$ cat src/rtl/dsp_bb_pkg.sv
// rtl/dsp_bb_pkg.sv - shared slot-state type and width helpers for the adder scheduler
package dsp_bb_pkg;

   typedef enum logic {
      SLOT_EMPTY = 1'b0,
      SLOT_FULL  = 1'b1
   } slot_state_t;

   function automatic int clog2(input int value);
      int result;
      result = 0;
      for (int v = value - 1; v > 0; v = v >> 1) begin
         result++;
      end
      return result;
   endfunction

   function automatic int max(input int x, input int y);
      return (x > y) ? x : y;
   endfunction

endpackage

$ cat src/rtl/adder_sched_arbiter.sv
// rtl/adder_sched_arbiter.sv - single-grant arbiter; ADDER_SCHED_RR_EN selects round-robin, else fixed priority
module adder_sched_arbiter
   import dsp_bb_pkg::*;
#(
   parameter  int NREQ = 4,
   localparam int IDW  = max(1, clog2(NREQ))
) (
   input  logic [NREQ-1:0] valid,
   input  logic            enable,
   input  logic [IDW-1:0]  ptr,
   output logic [NREQ-1:0] grant,
   output logic [IDW-1:0]  index
);

   logic [IDW-1:0] base;
   logic [IDW-1:0] cand;
   logic           found;
   int             cand_i;

`ifdef ADDER_SCHED_RR_EN
   assign base = ptr;
`else
   logic [IDW-1:0] unused_ptr;
   assign unused_ptr = ptr;
   assign base       = '0;
`endif

   // Scan from base upward with wrap; the first valid index found wins.
   always_comb begin
      grant  = '0;
      index  = '0;
      found  = 1'b0;
      cand_i = 0;
      cand   = '0;
      for (int k = 0; k < NREQ; k++) begin
         cand_i = int'(base) + k;
         if (cand_i >= NREQ) begin
            cand_i = cand_i - NREQ;
         end
         cand = cand_i[IDW-1:0];
         if (!found && valid[cand]) begin
            found       = 1'b1;
            index       = cand;
            grant[cand] = enable;
         end
      end
   end

endmodule

$ cat src/rtl/unsigned_adder.sv
// rtl/unsigned_adder.sv - combinational unsigned adder, result two bits wider than the wider operand
module unsigned_adder
   import dsp_bb_pkg::*;
#(
   parameter  int AWIDTH = 16,
   parameter  int BWIDTH = 16,
   localparam int OWIDTH = max(AWIDTH, BWIDTH) + 2
) (
   input  logic [AWIDTH-1:0] a,
   input  logic [BWIDTH-1:0] b,
   output logic [OWIDTH-1:0] sum
);

   assign sum = OWIDTH'(a) + OWIDTH'(b);

endmodule

$ cat src/rtl/unsigned_adder_sched.sv
// rtl/unsigned_adder_sched.sv - one shared adder serving NREQ requesters; ADDER_SCHED_RR_EN enables round-robin
module unsigned_adder_sched
   import dsp_bb_pkg::*;
#(
   parameter  int NREQ   = 4,
   parameter  int AWIDTH = 16,
   parameter  int BWIDTH = 16,
   localparam int SWIDTH = max(AWIDTH, BWIDTH) + 1,
   localparam int IDW    = max(1, clog2(NREQ))
) (
   input  logic                   i_clk,
   input  logic                   i_reset,
   input  logic [NREQ-1:0]        i_req_valid,
   output logic [NREQ-1:0]        o_req_ready,
   input  logic [NREQ*AWIDTH-1:0] i_req_a,
   input  logic [NREQ*BWIDTH-1:0] i_req_b,
   output logic                   o_valid,
   input  logic                   i_ready,
   output logic [SWIDTH-1:0]      o_sum,
   output logic [IDW-1:0]         o_id
);

   slot_state_t       state_q;
   slot_state_t       state_d;
   logic              slot_free;
   logic              accept;
   logic [NREQ-1:0]   grant;
   logic [IDW-1:0]    gidx;
   logic [IDW-1:0]    ptr_q;
   logic [AWIDTH-1:0] sel_a;
   logic [BWIDTH-1:0] sel_b;
   logic [SWIDTH:0]   sum_full;
   logic              unused_sum_msb;
   logic [SWIDTH-1:0] sum_q;
   logic [IDW-1:0]    id_q;

   assign slot_free = (state_q == SLOT_EMPTY) || i_ready;

   adder_sched_arbiter #(
      .NREQ(NREQ)
   ) u_arb (
      .valid (i_req_valid),
      .enable(slot_free && !i_reset),
      .ptr   (ptr_q),
      .grant (grant),
      .index (gidx)
   );

   assign o_req_ready = grant;
   assign accept      = |grant;

   always_comb begin
      sel_a = '0;
      sel_b = '0;
      for (int r = 0; r < NREQ; r++) begin
         if (gidx == IDW'(r)) begin
            sel_a = i_req_a[r*AWIDTH +: AWIDTH];
            sel_b = i_req_b[r*BWIDTH +: BWIDTH];
         end
      end
   end

   unsigned_adder #(
      .AWIDTH(AWIDTH),
      .BWIDTH(BWIDTH)
   ) u_add (
      .a  (sel_a),
      .b  (sel_b),
      .sum(sum_full)
   );

   // Operands fit in SWIDTH-1 bits, so the adder's top bit is always zero.
   assign unused_sum_msb = sum_full[SWIDTH];

   always_comb begin
      state_d = state_q;
      if (accept) begin
         state_d = SLOT_FULL;
      end else if (i_ready) begin
         state_d = SLOT_EMPTY;
      end
   end

   always_ff @(posedge i_clk) begin
      if (i_reset) begin
         state_q <= SLOT_EMPTY;
         sum_q   <= '0;
         id_q    <= '0;
      end else begin
         state_q <= state_d;
         if (accept) begin
            sum_q <= sum_full[SWIDTH-1:0];
            id_q  <= gidx;
         end
      end
   end

`ifdef ADDER_SCHED_RR_EN
   always_ff @(posedge i_clk) begin
      if (i_reset) begin
         ptr_q <= '0;
      end else if (accept) begin
         ptr_q <= (gidx == IDW'(NREQ - 1)) ? '0 : gidx + 1'b1;
      end
   end
`else
   assign ptr_q = '0;
`endif

   assign o_valid = (state_q == SLOT_FULL);
   assign o_sum   = sum_q;
   assign o_id    = id_q;

endmodule
$ cat config.mk
export PLATFORM = sky130hd
export DESIGN_NAME = unsigned_adder_sched
export DESIGN_NICKNAME = d
export VERILOG_FILES = /design/src/rtl/dsp_bb_pkg.sv /design/src/rtl/adder_sched_arbiter.sv /design/src/rtl/unsigned_adder.sv /design/src/rtl/unsigned_adder_sched.sv
export SDC_FILE = /design/constraint.sdc
export NUM_CORES = 1
export LEC_CHECK = 0
export BUFFER_PORTS_ARGS = -buffer_cell sky130_fd_sc_hd__buf_2
export CAP_MARGIN = 30
export CORE_AREA = 2 2 85 70
export DETAILED_ROUTE_END_ITERATION = 8
export DIE_AREA = 0 0 87 72
export GPL_TIMING_DRIVEN = 0
export PLACE_DENSITY = 0.9
export SLEW_MARGIN = 30
export SYNTH_ARGS = -nofsm -noshare
export SYNTH_HDL_FRONTEND = slang
export SYNTH_SLANG_ARGS = --single-unit
$ cat constraint.sdc
create_clock -name i_clk -period 3.9 [get_ports i_clk]
set_clock_uncertainty 0.15 [all_clocks]
set_input_delay 0.195 -clock i_clk [delete_from_list [all_inputs] [get_ports i_clk]]
set_output_delay 0.195 -clock i_clk [all_outputs]
set_load 0.03 [all_outputs]
# After elaboration in Yosys (flattened, before gate mapping)
# Index checks and enable logic that the tools add are counted.
[word_totals]
regBits = 20
in_bits = 135
output_inout_bits = 24
word_cells = 40
[classes]
n_addsub = 1
n_eq_ne = 3
mux = 20
n_bitwise = 1
n_reduce_logical = 12
[ops]
columns = ["cell", "n"]
rows = [
  ["16-bit 2-to-1 mux", 8],
  ["16-bit by 16-bit adder with 17-bit output", 1],
  ["1-bit 2-to-1 mux", 7],
  ["2-bit 2-to-1 mux", 3],
  ["2-bit equality test (second input constant)", 2],
  ["1-bit logical AND", 4],
  ["1-bit logical NOT", 4],
  ["4-bit 2-to-1 mux", 1],
  ["4-bit OR reduction", 1],
  ["3-bit 2-to-1 mux", 1],
  ["2-bit by 1-bit equality test with 1-bit output (second input constant)", 1],
  ["2-bit logical NOT", 1],
  ["2-bit nonzero test", 1],
  ["1-bit logical OR", 1],
  ["1-bit NOT", 1],
]

# Depth between registers and ports, before layout
# Gate-level depths: netlist of the first run.
[depth]
ltp_word = 16
mapped_depth = 14
ltp_nobuf = 12

# Hierarchy
# A second synthesis of the first run with hierarchy kept.
[unflattened]
hier_cells = 249
area_unflattened_um2 = 2645.0
[by_module_without_submodules]
columns = ["module", "n_inst", "cells_each", "area_each_um2"]
rows = [
  ["unsigned_adder_sched", 1, 128, 1687.9],
  ["unsigned_adder", 1, 112, 867.1],
  ["adder_sched_arbiter", 1, 9, 90.1],
]

# Worst setup path after synthesis of the first run
# Ideal clock, no wire load.
[synth_timing]
path_kind = "input-to-reg"
start = "in i_req_valid[0]"
end = "reg sum_q[16], in the netlist o_sum[16]"
t_arrival_ns = 2.751
required_ns = 3.622
setup_slack_ns = 0.870
stages = 14
n_path_buf = 2
path_cell_list = "nor2_1 and2_1 clkbuf_1 clkbuf_1 a221oi_1 a21oi_1 ha_1 fa_1 a21o_1 nand4_1 a21oi_2 o31a_1 a2111oi_2 nor4_1"
[synth_via]
elab_chain_cells = 16
word_cells_on_any_way = 30
[synth_lines]
columns = ["element", "line_no", "text"]
rows = [
  ["from (decl)", "unsigned_adder_sched.sv:13", "input logic [NREQ-1:0] i_req_valid,"],
  ["1-bit 2-to-1 mux", "adder_sched_arbiter.sv:41", "if (!found && valid[cand]) begin"],
  ["1-bit logical NOT", "adder_sched_arbiter.sv:41", ""],
  ["1-bit logical AND", "adder_sched_arbiter.sv:41", ""],
  ["1-bit 2-to-1 mux", "adder_sched_arbiter.sv:41", ""],
  ["1-bit logical NOT", "adder_sched_arbiter.sv:41", ""],
  ["1-bit logical AND", "adder_sched_arbiter.sv:41", ""],
  ["1-bit 2-to-1 mux", "adder_sched_arbiter.sv:41", ""],
  ["1-bit logical NOT", "adder_sched_arbiter.sv:41", ""],
  ["1-bit logical AND", "adder_sched_arbiter.sv:41", ""],
  ["2-bit 2-to-1 mux", "adder_sched_arbiter.sv:41", ""],
  ["2-bit logical NOT", "unsigned_adder_sched.sv:56", "if (gidx == IDW'(r)) begin"],
  ["16-bit 2-to-1 mux (4 in a row)", "unsigned_adder_sched.sv:56", ""],
  ["16-bit by 16-bit adder with 17-bit output", "unsigned_adder.sv:14", "assign sum = OWIDTH'(a) + OWIDTH'(b);"],
  ["to (signal assigned)", "unsigned_adder_sched.sv:92", "sum_q <= sum_full[SWIDTH-1:0];"],
  ["to (decl)", "unsigned_adder_sched.sv:34", "logic [SWIDTH-1:0] sum_q;"],
]
# Several ways; a longest one is shown, not always the timed one.
# A chain may end at the register's enable or synchronous reset.

# Final worst setup path of the first run
[layout_timing]
start = "in i_req_valid[0]"
end = "reg sum_q[12], in the netlist o_sum[12]"
# The elaborated chain is that of the path after synthesis.

==> metrics.md, run 1 <==
| Metric | Value |
|---|---|
| Mapped Nets | roughly 470 |
| Reg2Reg Setup Slack | around 2100 ps |
| Top-count cell post-synth | nand2_1 |
| Slowest stage cell, crit path | clkbuf_1 |
| Worst-margin pin slew | 648 ps |
| Crit path largest cell delay | 490 ps |
| Fin nets | between 600 and 700 |
| Die area | 0.00626 sq mm |
| Max FO, Critical Path | 10 |
| Max-slew violations | 0 |
| Post_cts resized | 0 |
| Post-synth EDFFs | 0 |
| Post-CTS Hold Buffers | 0 |
| Initial antenna violation count | 0 |
| TritonRoute pass-1 iters | 6 |
| Met2 routed WL | 3920 um |
| Hold Crit Class | input pin to flop |
| Endpoints failing setup | 0 |
| Register Area | 400 sq um |
| Root buffer cell | clkbuf_8 |
| Clock sink count | 20 |
| Power Dens Cells | 339 mW/mm^2 |
| Peak supply drop | approximately 0.17 mV |
| Clk Latency, worst-skew pair | 250 ps |
| Initial DRC count | approximately 270 |
| Num ports | 159 |
| Cell variety after synth | 50 |
| Synth area leader | dfxtp_1 |
| Area delta synth->final | 42.6% |
| Drt via density | around 5.9 |
| Routed wl met3 | ~1100 um |
| Max layer used | met4 |
| Cells after synthesis | between 300 and 400 |
| Final hold viol count | 0 |
| # DRC | 0 |
| Total GRT Usage | 0.271 |
| Worst slew margin | 0.565 |
| Fmax | between 0.2 and 0.3 GHz |
| Pre-CTS setup slack | between 40 and 50 ps |
| Most used cell along the critical path | clkbuf_1 |
| RSZ-0062 raised after global routing | false |
| Clock transition at path regs | roughly 70 ps |
| Synth Flop Type | dfxtp_1 |
| Post-DP HPWL | 7200 um |
| Sum Neg Setup Slack | 0 ps |
| Syn_area_per_cell | between 7 and 8 sq um |
| Starting Density | 0.412 |
| Height of the die | between 70 and 80 um |
| # diodes | 0 |
| Multi-input gate area | between 0.0015 and 0.002 sq mm |
| Largest net degree at the start of global routing | 13 |
| H-Tree Depth | 1 |
| CTS Buf Count | 3 |
| CP required | 3890 ps |
| Utilization after layout | 0.588 |
| Ys Warns | 0 |
| Mapped Area | 0.00222 sq mm |
| Ys async rst share | 0 |
| Seq/Total Area, Yosys | 0.181 |
| Final worst slack | 173 ps |
| WS Path Type | input pin to flop |
| Yosys top cell area share | 0.181 |
| Area contributors post-synth | dfxtp_1, nand2_1, ha_1 |
| Fillers | 511 |
| Post-synthesis register bit count | 20 |
| I/O Buffers | about 160 |
| Number of global-route vias before repair | roughly 3000 |
| Fraction of the cycle the final worst path needs | 0.956 |
| GP Congestion | 1.01 |
| Setup crit start kind | input pin |
| Global-route wire length before repair | roughly 14000 um |
| CP Cell Sequence | buf_2 -> nor2_1 -> and2_1 -> clkbuf_1 -> clkbuf_1 -> a221oi_1 -> a21oi_1 -> ha_1 -> fa_1 -> a21o_1 -> nand4_1 -> a21oi_2 -> o21ai_1 -> and4_1 -> or3_1 |
| Post-CTS Setup Inserts | 0 |
| Worst Path Arrival | ~3700 ps |
| Cell row count | 24 |
| CTS tree | done |
| Total Wirelength | roughly 8600 um |
| Routed len/inst | about 16 um |
| P_leak | approximately 1.6 nW |
| Core area | around 0.0054 sq mm |
| Period minus WS final | 3730 ps |
| Clock tree buffer depth | 2 |
| Met1 WL | between 3000 and 4000 um |
| Via count | ~3200 |
| Die width | ~87 um |
| Post-route ant nets | 0 |
| Max Cap Violations | 0 |
| Setup crit end kind | flop |
| Layout cells sized above 1 | 0.373 |
| Status | finished, final reports clean |
| Synth top cells by count | nand2_1, a21oi_1, nor2_1, nand3_1 |
| Area after DPL | 0.00309 sq mm |
| Fin area | ~0.0032 sq mm |
| Remaining Overflow, GRT | 0 |
[layer usage]
| layer | track usage | vias up |
|---|---|---|
| met5 | 0 | - |
| met4 | 0.0486 | 0 |
| met3 | 0.0694 | 18 |
| met2 | 0.470 | 214 |
| met1 | 0.344 | 1468 |
| li1 | - | 1521 |
[path summary, 6_finish.rpt]
check / to / depth (start not counted) / startpoint
min reg2reg: o_sum[0]$_SDFFE_PP0P_ / 2 / o_sum[0]$_SDFFE_PP0P_
min: o_valid$_SDFFE_PP0P_ / 2 / i_reset
max: o_sum[12]$_SDFFE_PP0P_ / 15 / i_req_valid[0]
max reg2reg: o_id[0]$_SDFFE_PP0P_ / 5 / o_valid$_SDFFE_PP0P_
[placed cells by master, fill, tap and decap left out, types with 8 or more instances in the layout]
cell type  instances
buf_2            162
nand2_1           56
a21oi_1           32
nor2_1            26
nand3_1           21
clkbuf_1          20
a221oi_1          20
dfxtp_1           20
ha_1              16
a222oi_1          12
o21ai_0           12
nor3_1             8
[power by group]
group / switching (mW) / total (mW) / leakage, nW / internal, mW
sequential: 0.0236 / 0.274 / 0.167 / 0.250
combinational: 0.358 / 0.591 / 1.40 / 0.233
clock: 0.0694 / 0.206 / 0.0357 / 0.137
[final cells by class]
type | count | area share
buffer | 26 | 0.0352
tap | 65 | 0.0257
inverter | 3 | 0.00356
multi-input combinational | 266 | 0.536
timing repair buffer | 158 | 0.250
clock inverter | 1 | 0.00950
sequential | 20 | 0.127
clock buffer | 3 | 0.0131
[logic make-up (layout without fill, tap and decap cells)]
| logic type | count (synthesis) | count (layout) | share of synthesized area |
|---|---|---|---|
| compound gates | 103 | 103 | 0.341 |
| buf+inv | 29 | 191 | 0.0553 |
| simple gates | 136 | 136 | 0.283 |
| fa+ha+maj | 17 | 17 | 0.0994 |
| xor+xnor | 9 | 9 | 0.0356 |
| mux | 1 | 1 | 0.00452 |
| flops | 20 | 20 | 0.181 |
[through the flow]
step / std cells / hold slack (ps) / total power, mW
after floorplan: 315 / 114 / 0.664
after global placement: 538 / 279 / 0.848
after detailed placement: 538 / 278 / 0.863
after CTS: 542 / 7.03 / 1.07
after global routing: 542 / 27.4 / 1.14
final: 542 / 20.4 / 1.07
[registers in the layout, summed over array words and instances (netlist names)]
signal and flops:
o_id 2, o_valid 1, o_sum 17
[critical path, delay by kind of cell]
family,cells,cell delay [ps]
buffers and inverters,3,890
and+or+nand+nor,5,1140
AOI/OAI and AO/OA,5,1000
adders and majority gates,2,500
Note: power is estimated with default switching activity, not from simulation.
==> run 2, diff against run 1 <==
--- a/config.mk
+++ b/config.mk
@@ -5,7 +5,7 @@
 export SDC_FILE = /design/constraint.sdc
 export NUM_CORES = 1
 export LEC_CHECK = 0
-export BUFFER_PORTS_ARGS = -buffer_cell sky130_fd_sc_hd__buf_2
+export BUFFER_PORTS_ARGS = -buffer_cell sky130_fd_sc_hd__clkbuf_2
 export CAP_MARGIN = 30
 export CORE_AREA = 2 2 85 70
 export DETAILED_ROUTE_END_ITERATION = 8
==> run 2 against run 1 <==
Register-to-register slack improved by 20 ps; highest routed layer unchanged; non-clock buffer count unchanged; routed wire length is 0.73% higher; clock-buffer cell count is the same; setup slack gained 81 ps; critical path depth unchanged; largest cell class unchanged; largest power group unchanged; final cell count is the same.
==> metrics.md, run 2 (synthesis results as in run 1) <==
| Metric | Value |
|---|---|
| Fin nets | between 600 and 700 |
| Worst Setup SP | i_req_valid[0] |
| Global-route wire length before repair | 13800 um |
| Worst slew margin | 0.533 |
| Period minus WS final | about 3600 ps |
| # diodes | 0 |
| Number of global-route vias before repair | 3103 |
| Placed insts | 538 |
| Initial antenna violation count | 0 |
| CTS Buf Count | 3 |
| R2R cell count | 5 |
| Number of flip-flops under the largest register name | 17 |
| Post_cts resized | 0 |
| Reg2Reg Setup Slack | around 2100 ps |
| Fillers | between 500 and 600 |
| Remaining Overflow, GRT | 0 |
| Cell row count | 24 |
| Max Cap Violations | 0 |
| Drt via density | about 6 |
| Post-DP HPWL | 7250 um |
| Post-CTS Hold Buffers | 0 |
| Root buffer cell | clkbuf_8 |
| Largest net degree at the start of global routing | 13 |
| Non-filler cells, final | 542 |
| # DRC | 0 |
| Fraction of the cycle the final worst path needs | 0.935 |
| Post-route ant nets | 0 |
| P_leak | between 1.5 and 2 nW |
| CTS tree | done |
| Final worst slack | 253 ps |
| Setup crit start kind | input pin |
| Sum Neg Setup Slack | 0 ps |
| Fmax | about 0.27 GHz |
| Worst-margin pin slew | 696 ps |
| Endpoints failing setup | 0 |
| Power Dens Cells | about 340 mW/mm^2 |
| Layout cells sized above 1 | 0.373 |
| Core area | approximately 0.0054 sq mm |
| Pre-CTS setup slack | 101 ps |
| Initial DRC count | ~270 |
| CP required | approximately 3900 ps |
| Reg2Reg Capture Point | o_id[0]$_SDFFE_PP0P_ |
| RSZ-0062 raised after global routing | false |
| Routed len/inst | approximately 16 um |
| GP Congestion | between 1 and 1.5 |
| Commonest non-fill, non-tap cell in the layout | clkbuf_2 |
| Die area | roughly 0.0063 sq mm |
| Total Wirelength | a little under 9000 um |
| Reg2reg start | o_valid$_SDFFE_PP0P_ |
| WS Path Type | input pin to flop |
| Die width | roughly 87 um |
| Crit path capture | o_sum[12]$_SDFFE_PP0P_ |
| Via count | roughly 3200 |
| Clock sink count | 20 |
| Total GRT Usage | 0.271 |
| Clk Latency, worst-skew pair | around 250 ps |
| TritonRoute pass-1 iters | 6 |
| Peak supply drop | approximately 0.17 mV |
| Max FO, Critical Path | 10 |
| H-Tree Depth | 1 |
| Post-CTS Setup Inserts | 0 |
| I/O Buffers | between 150 and 200 |
| Hold Crit Class | input pin to flop |
| Final hold viol count | 0 |
| Most frequent cells in the layout | clkbuf_2, nand2_1, a21oi_1 |
| Clock tree buffer depth | 2 |
| Setup crit end kind | flop |
| Max-slew violations | 0 |
| Status | finished, final reports clean |
| Clock transition at path regs | approximately 70 ps |
| Area delta synth->final | 42.6% |
| Worst Path Arrival | 3630 ps |
| Starting Density | 0.412 |
| Height of the die | 72 um |
| Num ports | between 150 and 200 |
[run 2: changes by cell type in the layout (fill, tap and decap cells not counted), sizes merged]
cell / delta
clkbuf: +158
buf: -158
[run 2: per-layer routing]
layer | vias to the layer above | track usage | routed length (um)
met3 | 15 | 0.0694 | 1020
met4 | 0 | 0.0521 | 110
met5 | - | 0 | 0
met1 | 1487 | 0.345 | 3490
met2 | 221 | 0.467 | 4040
li1 | 1522 | - | -
[run 2: stage by stage]
step	cell area (sq um)	total power, mW	utilization	hold slack (ps)
finish	3160	1.07	0.588	25.4
global route	3160	1.14	0.588	31.4
detailed placement	3090	0.864	0.574	292
floorplan	2220	0.664	-	114
global placement	3090	0.848	0.574	287
CTS	3160	1.07	0.588	19.7
[run 2: where the power goes]
part           internal [mW]  total (mW)  switching, mW
Clock                  0.137       0.204         0.0672
Combinational          0.233       0.594          0.361
Sequential             0.250       0.276         0.0252
[run 2: worst min-delay path by stage]
stage               slack [ps]     from              endpoint  cells after the start
floorplan                  110  i_reset  o_valid$_SDFFE_PP0P_                      1
global route                30  i_reset  o_valid$_SDFFE_PP0P_                      2
global placement           290  i_reset  o_valid$_SDFFE_PP0P_                      2
finish                      30  i_reset  o_valid$_SDFFE_PP0P_                      2
CTS                         20  i_reset  o_valid$_SDFFE_PP0P_                      2
detailed placement         290  i_reset  o_valid$_SDFFE_PP0P_                      2
[run 2: layout make-up]
type,instances,area [sq um],share of cell area
Buffer,26,111,0.0352
Clock buffer,3,41.3,0.0131
Clock inverter,1,30.0,0.00950
Inverter,3,11.3,0.00356
Multi-Input combinational cell,266,1690,0.536
Sequential cell,20,400,0.127
Tap cell,65,81.3,0.0257
Timing Repair Buffer,158,791,0.250
[run 2: worst max-delay path: stages]
cell	delay, ps
clkbuf_2	140
nor2_1	230
and2_1	190
clkbuf_1	250
clkbuf_1	480
a221oi_1	160
a21oi_1	260
ha_1	250
fa_1	250
a21o_1	160
nand4_1	140
a21oi_2	240
o21ai_1	110
and4_1	200
or3_1	370
